===== src/rtl/sram_kn_tile_reader.sv =====
// sram_kn_tile_reader: sweeps k rows x N columns of a k/n SRAM port, credit-limited reads, FIFO-buffered tagged output stream.
module sram_kn_tile_reader #(
  parameter int KMAX = 1024,
  parameter int N = 8,
  parameter int DATA_W = 32,
  parameter int BYTE_W = DATA_W / 8,
  parameter int FIFO_D = 4,
  parameter int K_W = (KMAX <= 1) ? 1 : $clog2(KMAX),
  parameter int N_W = (N <= 1) ? 1 : $clog2(N)
) (
  input  logic              clk,
  input  logic              rst,
  input  logic              cmd_valid,
  output logic              cmd_ready,
  input  logic [K_W-1:0]    cmd_k_base,
  input  logic [K_W:0]      cmd_k_len,
  output logic              busy,
  output logic              done,
  output logic              err_cmd,
  output logic              err_unexp,
  output logic              x_en,
  output logic              x_re,
  output logic              x_we,
  output logic [K_W-1:0]    x_k,
  output logic [N_W-1:0]    x_n,
  output logic [DATA_W-1:0] x_wdata,
  output logic [BYTE_W-1:0] x_wmask,
  input  logic [DATA_W-1:0] x_rdata,
  input  logic              x_rvalid,
  output logic              out_valid,
  input  logic              out_ready,
  output logic [DATA_W-1:0] out_data,
  output logic [K_W-1:0]    out_k,
  output logic [N_W-1:0]    out_n,
  output logic              out_last
);
  localparam int PW = (FIFO_D <= 2) ? 1 : $clog2(FIFO_D);
  localparam int CW = $clog2(FIFO_D + 1);
  typedef enum logic [1:0] {IDLE, ISSUE, DRAIN} state_t;
  state_t state;
  logic [K_W-1:0] k, k_last;
  logic [N_W-1:0] n;
  logic [CW-1:0] inflight, count;
  logic [PW-1:0] tq_wr, tq_rd, f_wr, f_rd;
  logic [K_W-1:0] tq_k [FIFO_D];
  logic [N_W-1:0] tq_n [FIFO_D];
  logic tq_l [FIFO_D];
  logic [DATA_W-1:0] f_d [FIFO_D];
  logic [K_W-1:0] f_k [FIFO_D];
  logic [N_W-1:0] f_n [FIFO_D];
  logic f_l [FIFO_D];
  logic done_r, issue, push, pop, last_addr;
  logic [K_W+1:0] k_end;
  function automatic logic [PW-1:0] nxt(input logic [PW-1:0] p);
    return (p == PW'(FIFO_D - 1)) ? '0 : p + 1'b1;
  endfunction
  assign k_end = {2'b0, cmd_k_base} + {1'b0, cmd_k_len};
  assign last_addr = (k == k_last) && (n == N_W'(N - 1));
  // credit covers reads still in flight, so the FIFO can never overflow
  assign issue = (state == ISSUE) && (({1'b0, count} + {1'b0, inflight}) < (CW+1)'(FIFO_D));
  assign push = x_rvalid && (inflight != '0);
  assign out_valid = count != '0;
  assign pop = out_valid && out_ready;
  assign out_data = out_valid ? f_d[f_rd] : '0;
  assign out_k = out_valid ? f_k[f_rd] : '0;
  assign out_n = out_valid ? f_n[f_rd] : '0;
  assign out_last = out_valid && f_l[f_rd];
  assign cmd_ready = state == IDLE;
  assign busy = state != IDLE;
  assign done = done_r || ((state == DRAIN) && pop && out_last);
  assign x_re = x_en;
  assign x_we = 1'b0;
  assign x_wdata = '0;
  assign x_wmask = '0;
  always_ff @(posedge clk) begin
    if (issue) begin
      tq_k[tq_wr] <= k;
      tq_n[tq_wr] <= n;
      tq_l[tq_wr] <= last_addr;
    end
    if (push) begin
      f_d[f_wr] <= x_rdata;
      f_k[f_wr] <= tq_k[tq_rd];
      f_n[f_wr] <= tq_n[tq_rd];
      f_l[f_wr] <= tq_l[tq_rd];
    end
  end
  always_ff @(posedge clk or posedge rst) begin
    if (rst) begin
      state <= IDLE;
      k <= '0;
      n <= '0;
      k_last <= '0;
      inflight <= '0;
      count <= '0;
      tq_wr <= '0;
      tq_rd <= '0;
      f_wr <= '0;
      f_rd <= '0;
      done_r <= 1'b0;
      err_cmd <= 1'b0;
      err_unexp <= 1'b0;
      x_en <= 1'b0;
      x_k <= '0;
      x_n <= '0;
    end else begin
      done_r <= 1'b0;
      err_cmd <= 1'b0;
      x_en <= issue;
      if (x_rvalid && inflight == '0) err_unexp <= 1'b1;
      if (issue) begin
        x_k <= k;
        x_n <= n;
        tq_wr <= nxt(tq_wr);
        n <= (n == N_W'(N - 1)) ? '0 : n + 1'b1;
        if (n == N_W'(N - 1)) k <= k + 1'b1;
      end
      if (push) begin
        tq_rd <= nxt(tq_rd);
        f_wr <= nxt(f_wr);
      end
      if (pop) f_rd <= nxt(f_rd);
      inflight <= inflight + CW'(issue) - CW'(push);
      count <= count + CW'(push) - CW'(pop);
      case (state)
        IDLE: if (cmd_valid) begin
          if (cmd_k_len == '0) done_r <= 1'b1;
          else if (k_end > (K_W+2)'(KMAX)) begin
            done_r <= 1'b1;
            err_cmd <= 1'b1;
          end else begin
            k <= cmd_k_base;
            n <= '0;
            k_last <= K_W'(k_end - 1'b1);
            state <= ISSUE;
          end
        end
        ISSUE: if (issue && last_addr) state <= DRAIN;
        DRAIN: if (pop && out_last) state <= IDLE;
        default: state <= IDLE;
      endcase
    end
  end
endmodule


===== config.mk =====
export PLATFORM = sky130hd
export DESIGN_NAME = sram_kn_tile_reader
export DESIGN_NICKNAME = d
export VERILOG_FILES = /design/src/rtl/sram_kn_tile_reader.sv
export SDC_FILE = /design/constraint.sdc
export NUM_CORES = 1
export LEC_CHECK = 0
export CORE_MARGIN = 3
export CORE_UTILIZATION = 50
export DETAILED_ROUTE_END_ITERATION = 7
export PLACE_DENSITY = 0.83
export REMOVE_ABC_BUFFERS = 1
export SKIP_CTS_REPAIR_TIMING = 1
export SYNTH_ARGS = -nofsm -noshare
export SYNTH_HDL_FRONTEND = slang
export SYNTH_SLANG_ARGS = --single-unit

===== constraint.sdc =====
create_clock -name clk -period 3.5 [get_ports clk]
set_input_delay 0.7 -clock clk [delete_from_list [all_inputs] [get_ports clk]]
set_output_delay 0.7 -clock clk [all_outputs]
set_load 0.01 [all_outputs]

Yosys cells after proc, flatten, opt, wreduce, memory -nomap -nowiden
Memory sizes are Yosys's and may differ from the RTL's.
Index checks and enable logic that the tools add are counted.
{"block": "word_totals", "elab_cells": 108, "mem_count": 7, "input_bits": 58, "reg_bits": 56, "ram_bits": 240}
{"memory": "f_d", "words": 4, "word_bits": 32, "rd": 1, "rd_ports_with_merged_regs": 0, "write_ports": 1, "line": "48", "text": "logic [DATA_W-1:0] f_d [FIFO_D];"}
{"memory": "f_k", "words": 4, "word_bits": 10, "rd": 1, "rd_ports_with_merged_regs": 0, "write_ports": 1, "line": "49", "text": "logic [K_W-1:0] f_k [FIFO_D];"}
{"memory": "tq_k", "words": 4, "word_bits": 10, "rd": 1, "rd_ports_with_merged_regs": 0, "write_ports": 1, "line": "45", "text": "logic [K_W-1:0] tq_k [FIFO_D];"}
{"memory": "f_n", "words": 4, "word_bits": 3, "rd": 1, "rd_ports_with_merged_regs": 0, "write_ports": 1, "line": "50", "text": "logic [N_W-1:0] f_n [FIFO_D];"}
{"memory": "tq_n", "words": 4, "word_bits": 3, "rd": 1, "rd_ports_with_merged_regs": 0, "write_ports": 1, "line": "46", "text": "logic [N_W-1:0] tq_n [FIFO_D];"}
{"memory": "f_l", "words": 4, "word_bits": 1, "rd": 1, "rd_ports_with_merged_regs": 0, "write_ports": 1, "line": "51", "text": "logic f_l [FIFO_D];"}
{"memory": "+1 memories"}
{"block": "op_classes", "n_eq_ne": 13, "bitwise": 2, "n_reduce_logical": 19, "magnitude_cmp": 2, "mux": 36, "add_sub_neg": 13}
{"operator": "two-way mux 10 bit", "n": 7}
{"operator": "two-way mux 32 bit", "n": 1}
{"operator": "two-way mux 3 bit", "n": 7}
{"operator": "two-way mux 2 bit", "n": 9}
{"operator": "adder 10 x 11 -> 12 bit", "n": 1}
{"operator": "greater-than comparator 12 x 11 -> 1 bit, second input constant", "n": 1}
{"operator": "zero test 11 bit", "n": 1}
{"operator": "two-way mux 1 bit", "n": 11}
{"operator": "adder 10 x 1 -> 10 bit, second input constant", "n": 1}
{"operator": "equality test 10 bit", "n": 1}
{"operator": "equality test 2 bit, second input constant", "n": 5}
{"operator": "logical AND 1 bit", "n": 10}
{"operator": "subtractor 10 x 1 -> 10 bit, second input constant", "n": 1}
{"operator": "adder 2 x 1 -> 2 bit, second input constant", "n": 4}
{"operator": "adder 3 x 1 -> 3 bit", "n": 2}
{"operator": "!= test 2 bit, second input constant", "n": 3}
{"operator": "case mux 2 bit (3 select lines)", "n": 1}
{"operator": "nonzero test 3 bit", "n": 2}
{"operator": "subtractor 3 x 1 -> 3 bit", "n": 2}
{"operator": "AND reduction 5 bit", "n": 1}
{"operator": "adder 3 x 3 -> 4 bit", "n": 1}
{"operator": "< comparator 4 x 3 -> 1 bit, second input constant", "n": 1}
{"operator": "!= test 2 x 1 -> 1 bit, second input constant", "n": 2}
{"operator": "AND reduction 4 bit", "n": 1}
{"operator": "other kinds (8)", "n": 9}

Longest topological paths before layout
{"block": "depth", "word_depth": 8, "depth_mapped": 11}

Worst setup path before layout
No wires, ideal clock.
{"block": "synth_timing", "path_kind": "input to register", "from": "input port cmd_k_base[0]", "to": "register k[0]", "required_ps": 3375, "setup_ps": 125, "cell_stages": 11, "arrival_ps": 3325, "setup_slack_ps": 50, "path_buffers": 1, "path_cell_list": "ha_1 > inv_1 > fa_1 > nand2b_1 > a211oi_2 > mux2i_1 > a222oi_1 > and4_1 > nor2_2 > buf_6 > mux2_4"}
{"block": "synth_between", "elab_chain_len": 6}
{"element": "start, declared", "line": "15", "text": "input logic [K_W-1:0] cmd_k_base,"}
{"element": "adder 10 x 11 -> 12 bit", "line": "57", "text": "assign k_end = {2'b0, cmd_k_base} + {1'b0, cmd_k_len};"}
{"element": "greater-than comparator 12 x 11 -> 1 bit", "line": "128", "text": "else if (k_end > (K_W+2)'(KMAX)) begin"}
{"element": "two-way mux 10 bit (*)", "line": "128"}
{"element": "two-way mux 10 bit (*)", "line": "127", "text": "if (cmd_k_len == '0) done_r <= 1'b1;"}
{"element": "two-way mux 10 bit (*)", "line": "126", "text": "IDLE: if (cmd_valid) begin"}
{"element": "two-way mux 10 bit (*)", "line": "125", "text": "case (state)"}
{"element": "end signal, assigned", "line": "116", "text": "if (n == N_W'(N - 1)) k <= k + 1'b1;"}
{"element": "end signal, assigned", "line": "132", "text": "k <= cmd_k_base;"}
{"element": "end, declared", "line": "41", "text": "logic [K_W-1:0] k, k_last;"}
Every way passes the cells marked *; elsewhere a longest branch is shown, timed or not.
A chain may end at the register's enable or synchronous reset.

Final worst setup path
{"block": "layout_timing", "from": "register f_rd[0]", "to": "output port out_data[18]"}
{"block": "layout_between", "elab_chain_len": 2}
{"element": "start, declared", "line": "44", "text": "logic [PW-1:0] tq_wr, tq_rd, f_wr, f_rd;"}
{"element": "start signal, assigned", "line": "122", "text": "if (pop) f_rd <= nxt(f_rd);"}
{"element": "memory read (4 x 32 bit)"}
{"element": "two-way mux 32 bit", "line": "64", "text": "assign out_data = out_valid ? f_d[f_rd] : '0;"}
{"element": "end, declared", "line": "32", "text": "output logic [DATA_W-1:0] out_data,"}
Every way passes these cells.

==> metrics.csv <==
stage,metric,value,unit
global_route,vias in the first global route,7271,
sta,RSZ-0062 raised after global routing,no,
critical_path,path depth of the worst reg2reg path,9,
critical_path,"reg-to-reg slack, setup",0.83,ns
placement,Final HPWL DP,16300,um
global_route,GR Util met3,3.31,%
cells_and_area,P&R area growth vs syn,21.8,%
placement,placed insts,1230,
sta,Worst-Margin Slew,0.957,ns
critical_path,Bufs and invs on worst path,2,
sta,"Slew Viols, Final",0,
global_route,first-pass GRT wire length,39600,um
critical_path,Max stage delay on crit path,0.63,ns
sta,Rel. slew slack,36.2,%
cells_and_area,fin util,62.0,%
sta,final hold violation count,0,
global_route,grt met2 use,30.8,%
die,die height,166,um
global_route,GR Overflow Total,0,
clock_network,worst skew pair latency,0.52,ns
drt,DR pass1 iterations,5,
global_route,largest net degree at the start of global routing,48,
flow_run,max-cap violations,0,
global_route,GR peak layer,met2,
cells_and_area,Nets,1022,
cells_and_area,most frequent cells in the layout,"240 x edfxtp_1, 124 x clkdlybuf4s50_1, 60 x mux4_2",
clock_network,clk sink count,296,
synth,number of synthesized flops with an enable pin,240,
status,outcome,"complete, no violations",
drt,residual DRC count,0,
clock_network,CTS tree,yes,
power_and_ir_drop,worst vdd ir,0.538,mV
drt,DRT iter0 DRCs,612,
die,Die W,166,um
die,Initial Util,50.9,%
sta,Max Fclk,298,MHz
clock_network,Clock Tree Buf Depth,3,
placement,IO Port Bufs,124,
cells_and_area,non-filler cells in the finished layout,1280,
sta,min cycle time layout,3.36,ns
synth,Synth Flop Type,edfxtp_1,
die,total die area,27700,um2
drt,Routed Antenna Nets,0,
sta,Final Setup Violations,0,
die,Ports,162,
sta,Final period util,96.0,%
critical_path,RR Endpoint,k[9],
synth,synthesized cell area,12800,um2
power_and_ir_drop,cell area power density,856,nW/um2
synth,Mapped Cells,742,
drt,Avg WL per Cell,19.4,um
critical_path,worst r2r src,inflight[2],
synth,Synth Register Bits,296,
global_route,initial antenna violation count,0,
worst_hold_path,Hold Path Class,reg2reg,
critical_path,CP Data Required Time,2.80,ns
die,core area,25300,um2
synth,post-synthesis sequential area ratio,67.0,%
cells_and_area,# diodes,0,
drt,Vias,6921,
drt,final wirelength,24900,um
placement,GPL Wtd Cong,0.813,
worst_hold_path,WHS Path Cells,1,
worst_hold_path,Hold EP,err_unexp,
sta,Setup TNS,0,ns
synth,Avg Inst Size Synth,17.3,um2
critical_path,startpoint types,flop,
clock_network,"Reg clk slew, reported paths",0.06,ns
critical_path,crit end category,output port,
clock_network,total CTS buffers,27,
die,Core Rows,58,
worst_hold_path,hold path startpoint,err_unexp,
sta,Clock Skews,0.00988,ns
synth,Yosys cell types,57,
power_and_ir_drop,leakage dissipation,5.77,nW
cells_and_area,"most common cell after layout, fill and taps aside",edfxtp_1,
critical_path,Top Family by Delay on Critical Path,buffers and inverters,
cells_and_area,share of cells above drive strength 1,21.7,%
clock_network,root cell of the clock tree,clkbuf_16,
synth,share of flip-flops with an asynchronous set or reset,18.9,%
critical_path,WS Path Type,reg2out,
critical_path,critical path arrival,2.66,ns
critical_path,crit-path max FO,25,
clock_network,H-tree lvl count,1,
synth,YS warnings,0,
drt,Via density,5.41,
global_route,M1 GR Usage,23.9,%
critical_path,CP max-delay cell,dfrtp_4,
critical_path,worst-path cell chain,"buf_12, mux4_2, and2_1, clkdlybuf4s50_1",
global_route,All-Layer GR Usage,17.9,%
worst max-delay path by stage:
stage                        from           end  cells after the start
floorplan           cmd_k_base[0]     k_last[8]                     10
global placement    cmd_k_base[0]     k_last[8]                     12
detailed placement  cmd_k_base[0]     k_last[8]                     12
CTS                       f_rd[0]  out_data[18]                      4
global route              f_rd[0]  out_data[18]                      4
finish                    f_rd[0]  out_data[18]                      4
stage by stage:
step / setup WS, ns / area, um2 / hold WS (ns) / power, mW
after floorplan: -0.274 / 12600 / 0.486 / 8.51
after global placement: -0.344 / 14800 / 0.441 / 10.5
after detailed placement: -0.431 / 14800 / 0.444 / 10.8
after CTS: -0.0755 / 15600 / 0.467 / 13.5
after global routing: 0.00957 / 15700 / 0.478 / 14.1
final: 0.140 / 15700 / 0.464 / 13.4
per-layer routing:
metal | up-vias | routed length (um)
li1 | 3155 | -
met1 | 3496 | 10300
met2 | 229 | 12500
met3 | 41 | 1550
met4 | 0 | 537
met5 | - | 0
where the power goes:
group / switching [mW] / leakage (nW) / internal, mW
clock network: 1.19 / 0.408 / 1.55
logic: 2.17 / 2.49 / 2.78
registers: 0.682 / 2.87 / 5.03
total: 4.04 / 5.77 / 9.36
Yosys cell counts (2+ instances only):
cell,count,area (um2)
edfxtp_1,240,7210
a2111oi_0,2,17.5
mux2_2,14,158
mux4_2,60,1350
a21o_1,6,45.0
nand3_1,10,50.1
buf_1,10,37.5
a31o_2,2,17.5
nor2_1,12,45.0
nor3_1,11,55.1
clkbuf_1,10,37.5
nor2_2,2,12.5
mux2i_1,6,60.1
o21a_1,2,15.0
buf_6,2,22.5
nand2_1,19,71.3
and3_1,3,18.8
fa_1,3,60.1
o21ai_0,9,45.0
a21oi_1,6,30.0
nand2b_1,3,18.8
buf_4,38,285
and4_1,2,17.5
o2111ai_1,2,17.5
o211ai_1,4,30.0
inv_1,27,101
o21ai_1,2,10.0
and2_1,55,344
xor2_1,6,52.6
mux2_4,17,255
dfrtp_1,56,1400
nor4_1,5,31.3
xnor2_1,30,263
ha_1,31,388
nand4_1,7,43.8
or3_1,7,43.8
cell families (layout without fill, tap and decap cells):
logic type	after synthesis	after routing	synth area share (%)
DFF	296	296	67.0
and+or+nand+nor	140	140	6.09
muxes	98	98	14.3
buffers and inverters	89	261	3.84
AOI/OAI and AO/OA	48	48	2.82
xor gates and xnor gates	36	36	2.45
adders and majority gates	34	34	3.49
other	1	37	0.0292
flip-flops by register name, summed over array words and instances, names as in the netlist, 10 cells and up:
signal	count
tq_k	40
k_last	10
k	10
f_k	40
f_n	12
f_d	128
tq_n	12
x_k	10
cell type report:
type | count | area, um2
clock buffer | 35 | 736
inverter | 28 | 105
tap | 330 | 413
multi-input combinational | 393 | 3890
clock inverter | 14 | 93.8
timing repair buffer | 184 | 1800
sequential | 296 | 8610
fill | 1805 | 9600
Power figures use the tool's default switching activity.
